<file path="config.mk">
export PLATFORM = sky130hd
export DESIGN_NAME = key_filter_multi
export DESIGN_NICKNAME = d
export VERILOG_FILES = /design/src/rtl/key_filter_multi.sv
export SDC_FILE = /design/constraint.sdc
export NUM_CORES = 1
export LEC_CHECK = 0
export ABC_AREA = 1
export CAP_MARGIN = 20
export CORE_ASPECT_RATIO = 1.25
export CORE_MARGIN = 2
export CORE_UTILIZATION = 30
export DETAILED_ROUTE_END_ITERATION = 10
export PLACE_DENSITY = 0.54
export SLEW_MARGIN = 20
export SYNTH_ARGS = -nofsm -noshare
export SYNTH_HDL_FRONTEND = slang
export SYNTH_SLANG_ARGS = --single-unit
</file>
<file path="constraint.sdc">
create_clock -name sys_clk -period 4.1 [get_ports sys_clk]
set_clock_uncertainty 0.2 [all_clocks]
set_input_delay 0.82 -clock sys_clk [delete_from_list [all_inputs] [get_ports sys_clk]]
set_output_delay 0.82 -clock sys_clk [all_outputs]
set_load 0.01 [all_outputs]
</file>
<file path="src/rtl/key_filter_multi.sv">
// key_filter_multi: per-channel 2-flop synchroniser, debounce counter, debounced level and edge pulses.
// Optional auto-repeat while a key is held is built only when KEY_FILTER_REPEAT_EN is defined.
module key_filter_multi #(
  parameter int                KEY_NUM    = 4,
  parameter int                CNT_W      = 22,
  parameter logic [CNT_W-1:0]  CNT_MAX    = 22'd999_999,
  parameter int                ACTIVE_LOW = 1,
  parameter int                HOLD_W     = 26,
  parameter logic [HOLD_W-1:0] REPEAT_DLY = 26'd49_999_999,
  parameter logic [HOLD_W-1:0] REPEAT_PER = 26'd9_999_999
) (
  input  logic               sys_clk,
  input  logic               sys_rst_n,
  input  logic [KEY_NUM-1:0] key_in,
  output logic [KEY_NUM-1:0] key_state,
  output logic [KEY_NUM-1:0] key_press,
  output logic [KEY_NUM-1:0] key_release,
  output logic [KEY_NUM-1:0] key_repeat
);

  // Raw level of a released key; also the value XORed in to make pressed = 1.
  localparam logic IDLE_LVL = (ACTIVE_LOW != 0);

  for (genvar i = 0; i < KEY_NUM; i++) begin : g_ch
    logic             sync_q1;
    logic             sync_q2;
    logic             synced;
    logic             state_q;
    logic             press_q;
    logic             release_q;
    logic             settle;
    logic [CNT_W-1:0] cnt_q;

    assign synced = sync_q2 ^ IDLE_LVL;
    assign settle = (synced != state_q) && (cnt_q == CNT_MAX);

    always_ff @(posedge sys_clk or negedge sys_rst_n) begin
      if (!sys_rst_n) begin
        sync_q1   <= IDLE_LVL;
        sync_q2   <= IDLE_LVL;
        cnt_q     <= '0;
        state_q   <= 1'b0;
        press_q   <= 1'b0;
        release_q <= 1'b0;
      end else begin
        sync_q1   <= key_in[i];
        sync_q2   <= sync_q1;
        press_q   <= settle & synced;
        release_q <= settle & ~synced;
        // Equality compare against CNT_MAX keeps the counter from ever wrapping.
        if ((synced == state_q) || settle) begin
          cnt_q <= '0;
        end else begin
          cnt_q <= cnt_q + 1'b1;
        end
        if (settle) begin
          state_q <= synced;
        end
      end
    end

    assign key_state[i]   = state_q;
    assign key_press[i]   = press_q;
    assign key_release[i] = release_q;

`ifdef KEY_FILTER_REPEAT_EN
    logic [HOLD_W-1:0] hold_q;
    logic [HOLD_W-1:0] hold_nxt;
    logic              repeat_q;

    // Reloading to DLY-PER+1 makes the counter return to DLY every PER cycles.
    assign hold_nxt = (hold_q == REPEAT_DLY) ? (REPEAT_DLY - REPEAT_PER + 1'b1)
                                             : (hold_q + 1'b1);

    always_ff @(posedge sys_clk or negedge sys_rst_n) begin
      if (!sys_rst_n) begin
        hold_q   <= '0;
        repeat_q <= 1'b0;
      end else if (state_q && !settle) begin
        hold_q   <= hold_nxt;
        repeat_q <= (hold_nxt == REPEAT_DLY);
      end else begin
        hold_q   <= '0;
        repeat_q <= 1'b0;
      end
    end

    assign key_repeat[i] = repeat_q;
`else
    assign key_repeat[i] = 1'b0;
`endif
  end

`ifndef KEY_FILTER_REPEAT_EN
  logic unused_repeat_cfg;
  assign unused_repeat_cfg = ^{REPEAT_DLY, REPEAT_PER};
`endif

endmodule

</file>
==> flow_metrics.env <==
export IMPL_die_area_um2=22260
export IMPL_worstHoldEndpoint="g_ch[0].sync_q2"
export IMPL_required_ps=3080
export IMPL_drt_first_pass_iters=6
export IMPL_wire_per_inst_um=11.76
export IMPL_drc=0
export IMPL_synth_compound_area_share_pct=1.820
export IMPL_critPathLaunchType="flop"
export IMPL_relSlewSlack_pct=54.07
export IMPL_grt_max_degree=58
export IMPL_clk_pin_slew_ps=70
export IMPL_h_tree_depth=3
export IMPL_critPathMaxFanout=5
export IMPL_cts_tree="yes"
export IMPL_syn_area_um2=6324
export IMPL_postPlaceCellArea_um2=6663
export IMPL_finalSetupViolCount=0
export IMPL_p_leak_nw=2.941
export IMPL_dp_hpwl_mm=10.09
export IMPL_gr_total_overflow=0
export IMPL_rr_endpoint="g_ch[3].cnt_q[9]"
export IMPL_synth_xor_area_share_pct=5.402
export IMPL_numCtsBuffers=9
export IMPL_num_rows=59
export IMPL_final_nets=897
export IMPL_r2r_start="g_ch[3].cnt_q[0]"
export IMPL_cts_setup_buffers=0
export IMPL_ios=22
export IMPL_worst_endpoint_arrival_ps=1350
export IMPL_synth_top_area_cell="dfrtp_1"
export IMPL_detail_route_antenna_nets=0
export IMPL_area_growth_pct=10.78
export IMPL_drt_initial_drc_count=365
export IMPL_ys_top_cells_by_area="dfrtp_1 (40%), nand2_1 (14%), nor2_1 (11%)"
export IMPL_outcome="complete, no violations"
export IMPL_num_vias=5158
export IMPL_chipHeight_um=166.3
export IMPL_final_cell_area_um2=7005
export IMPL_fin_crit_ps=2372
export IMPL_gp_congestion=0.8289
export IMPL_cts_root_buf="clkbuf_16"
export IMPL_synth_top_family_by_area="simple AND/OR/NAND/NOR gates"
export IMPL_cts_repair_resized=0
export IMPL_drive_gt1_share_pct=8.744
export IMPL_grt_usage_pct=13.07
export IMPL_ys_ff_latch=108
export IMPL_ctsHoldBuffers=0
export IMPL_drt_vias_per_instance=4.424
export IMPL_vdd_drop_max_mv=0.2023
export IMPL_endpoint_kind="output port"
export IMPL_avgSynthCellArea_um2=7.194
export IMPL_synth_cells=879
export IMPL_crit_path_max_incr_delay_ps=570
export IMPL_synth_fa_ha_area_share_pct=0.7915
export IMPL_finalCritPeriodShare_pct=57.86
export IMPL_coreArea_um2=20740
export IMPL_ys_warn_count=0
export IMPL_wirelength_mm=13.71
export IMPL_drv_slew=0
export IMPL_fillers=2193
export IMPL_hold_slack_ps=156.5
export IMPL_setup_tns_ps=0
export IMPL_io_buffers=17
export IMPL_clock_sinks=108
export IMPL_synth_seq_area_share_pct=42.90
export IMPL_crit_family="buffers and inverters"
export IMPL_crit_type="flop to output port"
export IMPL_preCtsSetupSlack_ps=2090
export IMPL_die_w_um=133.9
export IMPL_hold_violations=0
export IMPL_crit_slowest_cell="clkdlybuf4s50_1"
export IMPL_clockBufferDepth=2
export IMPL_place_inst=1150
export IMPL_min_from="g_ch[0].sync_q1"
export IMPL_worst_slew_pin_transition_ps=688.9
export IMPL_worstSkewPairLatency_ps=360
export IMPL_critPathBufInv=1
export IMPL_num_antenna_cells=0
export IMPL_antenna_found_initial=0
export IMPL_fin_cells=1166
export IMPL_ys_types=24
export IMPL_initial_core_util_pct=30.48
export IMPL_yosys_area_share_simple_pct=39.59
export IMPL_crit_chain="clkdlybuf4s50_1"
export IMPL_synth_top_area_share_pct=39.57
export IMPL_synthMuxAreaShare_pct=0
export IMPL_grt_pass1_vias=4962
export IMPL_grt_pass1_wl_mm=23.76
export IMPL_hp_class="flop to flop"
export IMPL_whs_path_depth=0
export IMPL_fmax_ghz=0.4216
export IMPL_rsz0062_at_grt="false"
export IMPL_setup_slack_ps=1728
export IMPL_rrSetupSlack_ps=2100
export IMPL_maxCapViolCount=0
export IMPL_r2r_cells=6
export IMPL_power_density_nw_per_um2=310.2
-- flip-flops by register name, summed over array words and instances, names as in the netlist --
signal and flops:
g_ch.cnt_q 88, g_ch.press_q 4, g_ch.release_q 4, g_ch.state_q 4, g_ch.sync_q1 4, g_ch.sync_q2 4
-- how the worst max path moves through the flow --
stage,from,to,slack (ps),cells after the start
2_1_floorplan,g_ch[3].cnt_q[0],g_ch[3].cnt_q[3],2490,7
3_3_place_gp,g_ch[3].cnt_q[0],g_ch[3].cnt_q[14],2100,6
3_5_place_dp,g_ch[3].cnt_q[0],g_ch[3].cnt_q[18],2090,6
4_1_cts,g_ch[1].state_q,key_state[1],1710,1
5_1_grt,g_ch[3].state_q,key_state[3],1650,1
6_report,g_ch[1].state_q,key_state[1],1730,1
-- through the flow --
step                utilization [%]  total power, mW
global route                  33.77            2.264
floorplan                         -            1.158
global placement              32.12            1.188
finish                        33.77            2.173
CTS                           33.77            2.216
detailed placement            32.12            1.189
-- synth_stat cells --
master,number
conb_1,1
nor2_4,6
xor2_1,26
nand3_2,1
nand2_1,244
xnor2_1,13
nor3_2,4
dfstp_2,8
dfrtp_1,100
o21bai_1,6
nor3_1,11
buf_4,18
inv_1,103
nor2_1,190
inv_2,2
and2_1,4
buf_6,6
nand3b_1,3
nand3_1,52
nand2_2,17
ha_1,4
o21ai_0,14
nor2_2,23
nand4_1,23
-- power breakdown --
| group | total (mW) | internal (mW) | switching, mW | leakage (nW) |
|---|---|---|---|---|
| clock | 1.01 | 0.612 | 0.396 | 0.169 |
| combinational | 0.0712 | 0.0194 | 0.0517 | 1.30 |
| sequential | 1.09 | 1.08 | 0.0119 | 1.47 |
| total | 2.17 | 1.71 | 0.460 | 2.94 |
-- routing by layer --
metal	wire (µm)	vias to the layer above	track usage (%)
li1	-	2689	-
met1	6446	2357	16.70
met2	6592	86	22.12
met3	355	26	1.832
met4	316	0	5.273
met5	0	-	0
-- placed cells by master (no fill, tap or decap) --
cell type and n:
dfrtp_1 100, nor2_4 6, conb_1 4, and2_1 4, nand2_1 244, o21bai_1 6
nor3_1 11, clkinv_2 2, nand3b_1 3, buf_12 1, nor2_1 190, clkbuf_8 1
clkbuf_16 9, xnor2_1 13, nor2_2 23, nand3_1 52, nand4_1 23, clkbuf_1 1
ha_1 4, nand2_2 17, xor2_1 26, inv_2 2, dfstp_2 8, bufinv_16 3
clkdlybuf4s50_1 16, nand3_2 1, buf_4 1, inv_1 103, o21ai_0 14, nor3_2 4
-- cells by family after synthesis --
| kind of cell | after synthesis |
|---|---|
| flip-flops | 108 |
| buffers and inverters | 129 |
| XOR/XNOR | 39 |
| AO/OA/AOI/OAI | 20 |
| other | 1 |
| adder cells (fa/ha/maj) | 4 |
| AND/OR/NAND/NOR | 578 |
-- final cells by class --
| cell class | count | area (µm²) | area share [%] |
|---|---|---|---|
| Timing Repair Buffer | 18 | 187.7 | 2.679 |
| Multi-Input combinational cell | 645 | 3025 | 43.19 |
| Clock inverter | 5 | 100.1 | 1.429 |
| Tap cell | 274 | 342.8 | 4.894 |
| Inverter | 105 | 394.1 | 5.626 |
| Sequential cell | 108 | 2713 | 38.72 |
| Clock buffer | 11 | 242.7 | 3.465 |
(Power assumes the default switching activity.)
